--- src/rtl/muldiv_pkg.sv ---
// rtl/muldiv_pkg.sv - shared constants, state encoding and helpers for the RV32M multiply/divide unit
//
// Contents:
//   XLEN_DEFAULT        default operand/result width
//   OP_MUL .. OP_REMU   funct3 encodings of the M-extension operations
//   state_t             unit FSM states IDLE/CALC/FIX/DONE
//   op_is_div           funct3 -> divide-family flag
package muldiv_pkg;

    localparam int XLEN_DEFAULT = 32;

    localparam logic [2:0] OP_MUL    = 3'b000;
    localparam logic [2:0] OP_MULH   = 3'b001;
    localparam logic [2:0] OP_MULHSU = 3'b010;
    localparam logic [2:0] OP_MULHU  = 3'b011;
    localparam logic [2:0] OP_DIV    = 3'b100;
    localparam logic [2:0] OP_DIVU   = 3'b101;
    localparam logic [2:0] OP_REM    = 3'b110;
    localparam logic [2:0] OP_REMU   = 3'b111;

    typedef enum logic [1:0] {
        IDLE = 2'd0,
        CALC = 2'd1,
        FIX  = 2'd2,
        DONE = 2'd3
    } state_t;

    // funct3[2] separates the divide family from the multiply family.
    function automatic logic op_is_div(input logic [2:0] op);
        return op[2];
    endfunction

endpackage

--- src/rtl/muldiv_step.sv ---
// rtl/muldiv_step.sv - one combinational iteration of shift-add multiply or restoring divide
//
// Ports:
//   is_div    1     select restoring shift-subtract (1) or shift-add (0)
//   hi        XLEN  multiply: upper product half / divide: partial remainder
//   lo        XLEN  multiply: lower product half holding unconsumed multiplier bits
//                   divide: dividend bits being shifted out, quotient bits shifted in
//   opnd      XLEN  multiply: multiplicand magnitude / divide: divisor magnitude
//   hi_next   XLEN  hi after this iteration
//   lo_next   XLEN  lo after this iteration
module muldiv_step #(
    parameter int XLEN = 32
) (
    input  logic            is_div,
    input  logic [XLEN-1:0] hi,
    input  logic [XLEN-1:0] lo,
    input  logic [XLEN-1:0] opnd,
    output logic [XLEN-1:0] hi_next,
    output logic [XLEN-1:0] lo_next
);

    logic [XLEN:0]   add_sum;
    logic [XLEN:0]   shifted;
    logic [XLEN-1:0] diff;
    logic            fits;

    always_comb begin
        // Multiply: add the multiplicand when the current multiplier bit is set,
        // then shift the whole {carry, hi, lo} right by one.
        add_sum = {1'b0, hi} + (lo[0] ? {1'b0, opnd} : {(XLEN+1){1'b0}});

        // Divide: bring the next dividend bit into the partial remainder. The
        // shifted value is below 2*divisor, so when it fits the difference is
        // below 2^XLEN and modulo subtraction is exact.
        shifted = {hi, lo[XLEN-1]};
        fits    = (shifted >= {1'b0, opnd});
        diff    = shifted[XLEN-1:0] - opnd;

        hi_next = add_sum[XLEN:1];
        lo_next = {add_sum[0], lo[XLEN-1:1]};
        if (is_div) begin
            if (fits) begin
                hi_next = diff;
                lo_next = {lo[XLEN-2:0], 1'b1};
            end else begin
                hi_next = shifted[XLEN-1:0];
                lo_next = {lo[XLEN-2:0], 1'b0};
            end
        end
    end

endmodule

--- src/rtl/muldiv_unit.sv ---
// rtl/muldiv_unit.sv - iterative RV32M multiply/divide execution unit with pipeline stall output
//
// Ports:
//   clk_i     1     clock, rising edge
//   rst_i     1     asynchronous active-low reset
//   start_i   1     launch request, sampled in IDLE or DONE only
//   op_i      3     funct3 of the M instruction
//   src1_i    XLEN  operand A (rs1)
//   src2_i    XLEN  operand B (selected rs2)
//   flush_i   1     abort any in-flight operation; wins over start_i
//   busy_o    1     operation in progress, pipeline must stall
//   done_o    1     one-cycle pulse marking result_o valid
//   result_o  XLEN  result, held until the next accepted start
module muldiv_unit
    import muldiv_pkg::*;
#(
    parameter int XLEN = XLEN_DEFAULT
) (
    input  logic            clk_i,
    input  logic            rst_i,
    input  logic            start_i,
    input  logic [2:0]      op_i,
    input  logic [XLEN-1:0] src1_i,
    input  logic [XLEN-1:0] src2_i,
    input  logic            flush_i,
    output logic            busy_o,
    output logic            done_o,
    output logic [XLEN-1:0] result_o
);

    localparam int CW = $clog2(XLEN);

    state_t          state;
    logic [CW-1:0]   count;
    logic [XLEN-1:0] hi;
    logic [XLEN-1:0] lo;
    logic [XLEN-1:0] opnd;
    logic [2:0]      op_q;
    logic            neg_res;   // product or quotient must be negated
    logic            neg_rem;   // remainder must be negated

    logic [XLEN-1:0] hi_next;
    logic [XLEN-1:0] lo_next;

    // Launch-time decode of the incoming operands.
    logic            a_signed;
    logic            b_signed;
    logic            a_neg;
    logic            b_neg;
    logic [XLEN-1:0] a_mag;
    logic [XLEN-1:0] b_mag;
    logic            div_zero;
    logic            div_ovf;
    logic            special;
    logic [XLEN-1:0] special_result;

    always_comb begin
        a_signed = (op_i inside {OP_MUL, OP_MULH, OP_MULHSU, OP_DIV, OP_REM});
        b_signed = (op_i inside {OP_MUL, OP_MULH, OP_DIV, OP_REM});
        a_neg    = a_signed & src1_i[XLEN-1];
        b_neg    = b_signed & src2_i[XLEN-1];
        a_mag    = a_neg ? -src1_i : src1_i;
        b_mag    = b_neg ? -src2_i : src2_i;

        div_zero = op_is_div(op_i) && (src2_i == '0);
        div_ovf  = (op_i inside {OP_DIV, OP_REM})
                   && (src1_i == {1'b1, {(XLEN-1){1'b0}}})
                   && (src2_i == '1);
        special  = div_zero | div_ovf;

        // funct3[1] picks the remainder flavour within the divide family.
        special_result = '0;
        if (div_zero) begin
            special_result = op_i[1] ? src1_i : '1;
        end else if (div_ovf) begin
            special_result = op_i[1] ? '0 : src1_i;
        end
    end

    // Sign correction and result selection for the FIX state.
    logic [2*XLEN-1:0] prod_fix;
    logic [XLEN-1:0]   quot_fix;
    logic [XLEN-1:0]   rem_fix;
    logic [XLEN-1:0]   fix_result;

    always_comb begin
        prod_fix = neg_res ? -{hi, lo} : {hi, lo};
        quot_fix = neg_res ? -lo : lo;
        rem_fix  = neg_rem ? -hi : hi;
        case (op_q)
            OP_MUL:                        fix_result = prod_fix[XLEN-1:0];
            OP_MULH, OP_MULHSU, OP_MULHU:  fix_result = prod_fix[2*XLEN-1:XLEN];
            OP_DIV, OP_DIVU:               fix_result = quot_fix;
            default:                       fix_result = rem_fix;
        endcase
    end

    muldiv_step #(
        .XLEN    (XLEN)
    ) u_step (
        .is_div  (op_is_div(op_q)),
        .hi      (hi),
        .lo      (lo),
        .opnd    (opnd),
        .hi_next (hi_next),
        .lo_next (lo_next)
    );

    always_ff @(posedge clk_i or negedge rst_i) begin
        if (!rst_i) begin
            state    <= IDLE;
            count    <= '0;
            hi       <= '0;
            lo       <= '0;
            opnd     <= '0;
            op_q     <= OP_MUL;
            neg_res  <= 1'b0;
            neg_rem  <= 1'b0;
            busy_o   <= 1'b0;
            done_o   <= 1'b0;
            result_o <= '0;
        end else if (flush_i) begin
            state  <= IDLE;
            busy_o <= 1'b0;
            done_o <= 1'b0;
        end else begin
            case (state)
                IDLE, DONE: begin
                    busy_o <= 1'b0;
                    done_o <= 1'b0;
                    state  <= IDLE;
                    if (start_i) begin
                        op_q    <= op_i;
                        neg_res <= a_neg ^ b_neg;
                        neg_rem <= a_neg;
                        hi      <= '0;
                        // Multiply keeps the multiplier in lo; divide keeps the dividend there.
                        lo      <= op_is_div(op_i) ? a_mag : b_mag;
                        opnd    <= op_is_div(op_i) ? b_mag : a_mag;
                        count   <= CW'(XLEN-1);
                        if (special) begin
                            state    <= DONE;
                            done_o   <= 1'b1;
                            result_o <= special_result;
                        end else begin
                            state  <= CALC;
                            busy_o <= 1'b1;
                        end
                    end
                end
                CALC: begin
                    hi    <= hi_next;
                    lo    <= lo_next;
                    count <= count - 1'b1;
                    if (count == '0) begin
                        state <= FIX;
                    end
                end
                FIX: begin
                    result_o <= fix_result;
                    state    <= DONE;
                    busy_o   <= 1'b0;
                    done_o   <= 1'b1;
                end
                default: begin
                    state  <= IDLE;
                    busy_o <= 1'b0;
                    done_o <= 1'b0;
                end
            endcase
        end
    end

endmodule

--- config.mk ---
export PLATFORM = sky130hd
export DESIGN_NAME = muldiv_unit
export DESIGN_NICKNAME = d
export VERILOG_FILES = /design/src/rtl/muldiv_pkg.sv /design/src/rtl/muldiv_step.sv /design/src/rtl/muldiv_unit.sv
export SDC_FILE = /design/constraint.sdc
export NUM_CORES = 1
export LEC_CHECK = 0
export BUFFER_PORTS_ARGS = -buffer_cell sky130_fd_sc_hd__buf_4
export CAP_MARGIN = 25
export CORE_ASPECT_RATIO = 0.8
export CORE_MARGIN = 2
export CORE_UTILIZATION = 35
export CTS_BUF_LIST = sky130_fd_sc_hd__clkbuf_8
export DETAILED_ROUTE_END_ITERATION = 12
export PLACE_DENSITY = 0.63
export SLEW_MARGIN = 20
export SYNTH_ARGS = -nofsm -noshare
export SYNTH_HDL_FRONTEND = slang
export SYNTH_SLANG_ARGS = --single-unit
--- constraint.sdc ---
create_clock -name clk_i -period 3.4 [get_ports clk_i]
set_input_delay 0.51 -clock clk_i [delete_from_list [all_inputs] [get_ports clk_i]]
set_output_delay 0.51 -clock clk_i [all_outputs]
set_load 0.01 [all_outputs]
Yosys cells after proc, flatten, opt, wreduce, memory -nomap -nowiden
Cells that the tools add are included.
{"block": "op_classes", "eq_ne": 17, "add_sub_neg": 8, "mux": 39, "n_bitwise": 5, "reduce_logical": 20, "n_lt_le_gt_ge": 1}
{"cell": "32-bit 2-to-1 mux", "count": 18}
{"cell": "32-bit case mux with 2 select lines", "count": 3}
{"cell": "32-bit negator", "count": 4}
{"cell": "32-bit case mux with 3 select lines", "count": 1}
{"cell": "32-bit equality test (second input constant)", "count": 2}
{"cell": "64-bit 2-to-1 mux", "count": 1}
{"cell": "64-bit negator", "count": 1}
{"cell": "32-bit by 33-bit adder with 33-bit output", "count": 1}
{"cell": "33-bit by 32-bit >= comparator with 1-bit output", "count": 1}
{"cell": "32-bit logical NOT", "count": 1}
{"cell": "32-bit subtractor", "count": 1}
{"cell": "3-bit equality test (second input constant)", "count": 4}
{"cell": "5-bit case mux with 2 select lines", "count": 1}
{"cell": "3-bit by 2-bit equality test with 1-bit output (second input constant)", "count": 3}
{"cell": "2-bit 2-to-1 mux", "count": 4}
{"cell": "1-bit 2-to-1 mux", "count": 7}
{"cell": "3-bit by 1-bit equality test with 1-bit output (second input constant)", "count": 2}
{"cell": "3-bit logical NOT", "count": 2}
{"cell": "2-bit case mux with 3 select lines", "count": 1}
{"cell": "3-bit AND reduction", "count": 2}
{"cell": "2-bit nonzero test", "count": 3}
{"cell": "5-bit logical NOT", "count": 1}
{"cell": "5-bit 2-to-1 mux", "count": 1}
{"cell": "5-bit nonzero test", "count": 1}
{"cell": "17 further kinds", "count": 24}
{"block": "word_totals", "regBits": 142, "elab_cells": 101, "inputBits": 71}

Longest topological paths before layout
{"block": "logic_depth", "ltp_word": 9, "mapped_depth": 16, "ltp_nobuf": 14}

Hierarchy
A second synthesis with hierarchy kept.
{"block": "hier_totals", "hier_cells": 2202, "area_unflattened_um2": 16528.4}
{"module": "muldiv_unit", "instances": 1, "area_per_inst_um2": 11612.4, "cells_per_inst": 1496}
{"module": "muldiv_step", "instances": 1, "area_per_inst_um2": 4916.0, "cells_per_inst": 706}

Least setup slack after synthesis
Ideal clock, no wire load.
{"block": "synth_timing", "kind": "flip-flop to flip-flop", "start": "register hi[12]", "end": "register hi[0]", "path_slack_ps": 59, "path_buffers": 3, "period_less_slack_ps": 3341, "setup_ps": 140, "required_time_ps": 3260, "stages_incl_launch_ff": 15, "t_arrival_ps": 3201, "path_cell_list": "dfrtp_1 > ha_1 > and4_1 > nand3_1 > o21ai_0 > o41ai_1 > a21oi_1 > o21ai_0 > o41ai_1 > clkbuf_1 > clkbuf_1 > buf_2 > nand2_1 > o211ai_1 > o221ai_1"}
{"block": "synth_via", "elab_chain_len": 4}
{"item": "start: declaration", "line": "muldiv_unit.sv:35", "text": "logic [XLEN-1:0] hi;"}
{"item": "start signal: assignment", "line": "muldiv_unit.sv:152", "text": "hi <= hi_next;"}
{"item": "33-bit by 32-bit >= comparator with 1-bit output", "line": "muldiv_step.sv:36", "text": "fits = (shifted >= {1'b0, opnd});"}
{"item": "32-bit 2-to-1 mux", "line": "muldiv_step.sv:42", "text": "if (fits) begin"}
{"item": "32-bit 2-to-1 mux", "line": "muldiv_step.sv:41", "text": "if (is_div) begin"}
{"item": "32-bit case mux with 2 select lines", "line": "muldiv_unit.sv:127", "text": "case (state)"}
Every way passes these cells.
A chain may end at the register's enable or synchronous reset.

Final worst setup path
{"block": "layout_timing", "start": "register opnd[1]", "end": "register hi[19]"}
{"block": "layout_via", "elab_chain_len": 4, "word_cells_on_any_way": 7, "classes_between": "add/sub: 2; order compare: 1; mux: 4"}
{"item": "start: declaration", "line": "muldiv_unit.sv:37", "text": "logic [XLEN-1:0] opnd;"}
{"item": "start signal: assignment", "line": "muldiv_unit.sv:139", "text": "opnd <= op_is_div(op_i) ? b_mag : a_mag;"}
{"item": "32-bit 2-to-1 mux (tied with other cells)", "line": "muldiv_step.sv:30", "text": "add_sum = {1'b0, hi} + (lo[0] ? {1'b0, opnd} : {(XLEN+1){1'b0}});"}
{"item": "32-bit by 33-bit adder with 33-bit output or 32-bit 2-to-1 mux (tied branches)", "line": "muldiv_step.sv:30, muldiv_step.sv:42"}
{"item": "32-bit 2-to-1 mux *", "line": "muldiv_step.sv:41"}
{"item": "32-bit case mux with 2 select lines *", "line": "muldiv_unit.sv:127"}
Mark *: on every way between the ends. The rest lies on a longest branch, timed or not.

==> summary.md <==
| Metric | Value |
|---|---|
| Status | `finished, final reports clean` |
| Largest net degree at the start of global routing | `85` |
| IO Pins | `105` |
| RSZ-0062 raised after global routing | `true` |
| Warnings from Yosys | `0` |
| Cell Area, Placed | `0.01741 mm2` |
| CP startpoint kind | `register` |
| Period utilisation layout | `0.9799` |
| Pleak | `8.002 nW` |
| Hpwl dp | `46790 um` |
| Layout cells sized above 1 | `0.2266` |
| Routability Congestion | `1.013` |
| Gate Count Post-Synth | `1963` |
| CTS Buf Count | `17` |
| CTS tree | `yes` |
| Post-route ant nets | `0` |
| Sw Pwr | `10.91 mW` |
| Pwr Density | `1135 mW/mm2` |
| Ant diodes | `0` |
| Max cap viols | `0` |
| Setup-failing EPs final | `0` |
| Placed Cells | `2707` |
| Synth cell types | `77` |
| Clock Sinks | `142` |
| H-tree levels | `4` |
| Clk network pwr share | `0.072` |
| Worst setup path category | `reg -> reg` |
| Slew margin rel. | `0.2908` |
| CTS clk-pin slew, worst paths | `0.10 ns` |
| Power Total | `20.81 mW` |
| Hold crit path type | `in -> async` |
| FMAX | `0.3001 GHz` |
| Largest cells by area after synthesis | `dfrtp_1 24%, o21ai_0 7.7%, ha_1 6.2%, xnor2_1 5.8%, xor2_1 5.7%` |
| Crit path launch | `opnd[1]` |
| Setup_tns | `0 ns` |
| WL final | `59760 um` |
| Post-detailed-route DRC marker count | `0` |
| Period minus WS final | `3.332 ns` |
| Seq cells post-synth | `142` |
| Critical R2R Launch | `opnd[1]` |
| Wirelength per Cell | `21.69 um` |
| Vias in the first global route | `14.80k` |
| Area Growth Syn to Fin | `25.17%` |
| Starting density of the core | `0.3575` |
| Final max-slew violation count | `0` |
| Vias per cell | `5.887` |
| Initial antenna violation count | `0` |
| Sw Share | `0.5241` |
| VDD IR-drop max | `0.5457 mV` |
| Worst-Skew Late Latency | `0.52 ns` |
| Fill cells | `4156` |
| Routed vias | `16.22k` |
| Final Worst Setup Slack | `0.06823 ns` |
| First-pass GRT wire length | `89310 um` |
| Internal power | `9.902 mW` |
| Place WS | `-0.4795 ns` |
| Post-Layout Inst Area | `0.01833 mm2` |
| Final #Nets | `2344` |
| Seq pwr share | `0.162` |
| Critical Path End Type | `register` |
| Fin. Hold Viols | `0` |
| Crit path DAT | `3.74 ns` |
| Buffers on Ports | `104` |
| # rows | `66` |
| Tot GR Track Use | `0.2668` |
| Asr flop ratio synth | `1.000` |
| Final cell count without fillers | `2755` |
| Tightest Pin Transition | `1.064 ns` |
| Area leader, netlist | `dfrtp_1` |
| Post-synth net total | `2109` |
| Gr ovfl total | `0` |
| Final Util | `0.4475` |
| Hold slack final | `0.06835 ns` |
| DR iter-0 viols | `2094` |
| Clk_skew | `0.02134 ns` |
| CTS Buffer Depth | `2` |
| Primary FF master, synth | `dfrtp_1` |
| Die Span X | `232.7 um` |
| Crit path max fanout | `3` |
| Register area share after synthesis | `0.2427` |
| Die Height | `187.0 um` |
| Core area | `0.04096 mm2` |
| CTS root buf | `clkbuf_8` |
| EDFF count, synth | `0` |
| Avg Cell Area, Syn | `7.460 um2` |
| DR pass1 iterations | `6` |
| Worst Path Required | `3.81 ns` |
| Comb power frac | `0.766` |
| Top cell type's share of synthesized area | `0.2427` |
| Synthesized area | `0.01464 mm2` |
| Die Footprint | `0.04350 mm2` |
## critical path, cell delays in order, from the launching register on
cell      delay, ns
dfrtp_1        0.39
buf_4          0.14
inv_1          0.14
ha_4           0.23
nor2b_4        0.12
o21ai_1        0.16
o211ai_1       0.19
buf_4          0.20
a31o_2         0.27
o41ai_1        0.48
o21bai_1       0.20
a31oi_1        0.31
xnor2_1        0.10
a21oi_1        0.19
o21ai_0        0.11
## timing repair
item / CTS / global route
hold buffers: 0 / 0
setup buffers: 6 / 10
pin swaps: 9 / 24
cloned: 0 / 0
setup endpoints to repair: 33 / 42
gates resized for setup: 22 / 71
## cell families (layout without fill, tap and decap cells)
group / count (synthesis) / after routing / share of synthesized area
compound gates: 665 / 665 / 0.2783
xor+xnor: 192 / 192 / 0.1148
fa+ha+maj: 75 / 75 / 0.06511
buf+inv: 212 / 460 / 0.05724
flops: 142 / 142 / 0.2427
mux: 72 / 72 / 0.05220
simple gates: 605 / 605 / 0.1897
## Yosys cell counts, types with 3 or more instances
master and instances:
o31ai_1 30, or4_1 16, dfrtp_1 142, a21oi_1 157, o41ai_1 18, a211oi_1 43
nor4_1 17, a211o_1 6, a22o_1 5, a41oi_1 3, nand4_1 27, nand2b_1 13
nor3_1 30, mux2i_1 37, a221oi_1 5, o21a_1 8, o221ai_1 10, a22oi_1 21
and2_1 8, o21bai_1 11, ha_1 73, nor3b_1 4, a21o_1 29, inv_1 68
o22ai_1 15, nor2_1 215, nor4b_1 3, a32oi_1 6, xor2_1 95, buf_1 9
clkbuf_1 118, nand2_1 193, and3_1 6, buf_2 10, o211ai_1 13, or2_2 3
or3_1 19, mux2_2 35, nand3_1 29, o21ai_0 224, xnor2_1 97, a31oi_1 35
buf_6 3, nor2b_1 7
## area by class of cell
class	count	area (um2)	share of cell area
Multi-Input combinational cell	1609	10650	0.5810
Sequential cell	142	3556	0.1940
Clock inverter	14	157.7	0.008601
Clock buffer	18	247.7	0.01352
Timing Repair Buffer	358	2774	0.1513
Tap cell	544	680.7	0.03713
Inverter	70	265.3	0.01447
## layer usage
layer,track usage,wire [um]
met1,0.3830,26680
met2,0.3717,24560
met4,0.06369,1182
met5,0,0
met3,0.1026,7346
## power by group through the flow
stage / registers [mW] / clock network, mW / logic (mW)
finish: 3.37 / 1.50 / 15.9
global route: 3.45 / 1.58 / 17.2
CTS: 3.32 / 1.51 / 14.9
detailed placement: 3.35 / 0 / 14.7
global placement: 3.32 / 0 / 14.5
floorplan: 3.15 / 0 / 9.31
## path summary, 6_finish.rpt
| path | endpoint | slack (ns) | cells after the start |
|---|---|---|---|
| worst max-delay path | hi[19] | 0.07 | 14 |
| worst min-delay path | result_o[12] | 0.07 | 1 |
| worst max register to register | hi[19] | 0.07 | 14 |
| worst min register to register | opnd[6] | 0.49 | 2 |
| max in group asynchronous | count[0] | 2.50 | 2 |
| min in group clk_i | done_o | 0.24 | 2 |
## state kept, by name (all words and copies together) (netlist names)
register  count
neg_res       1
busy_o        1
op_q          3
lo           32
result_o     32
state         2
hi           32
count         5
neg_rem       1
done_o        1
opnd         32
## layout by cell type, fill, tap and decap left out, types with 28 or more instances in the layout
cell / n
a211oi_1: 38
a21o_1: 29
a21oi_1: 149
a31oi_1: 34
buf_4: 349
dfrtp_1: 140
ha_1: 67
inv_1: 66
mux2_2: 35
mux2i_1: 35
nand2_1: 193
nor2_1: 213
o21ai_0: 204
o31ai_1: 28
xnor2_1: 97
xor2_1: 95
Power figures use the tool's default switching activity.
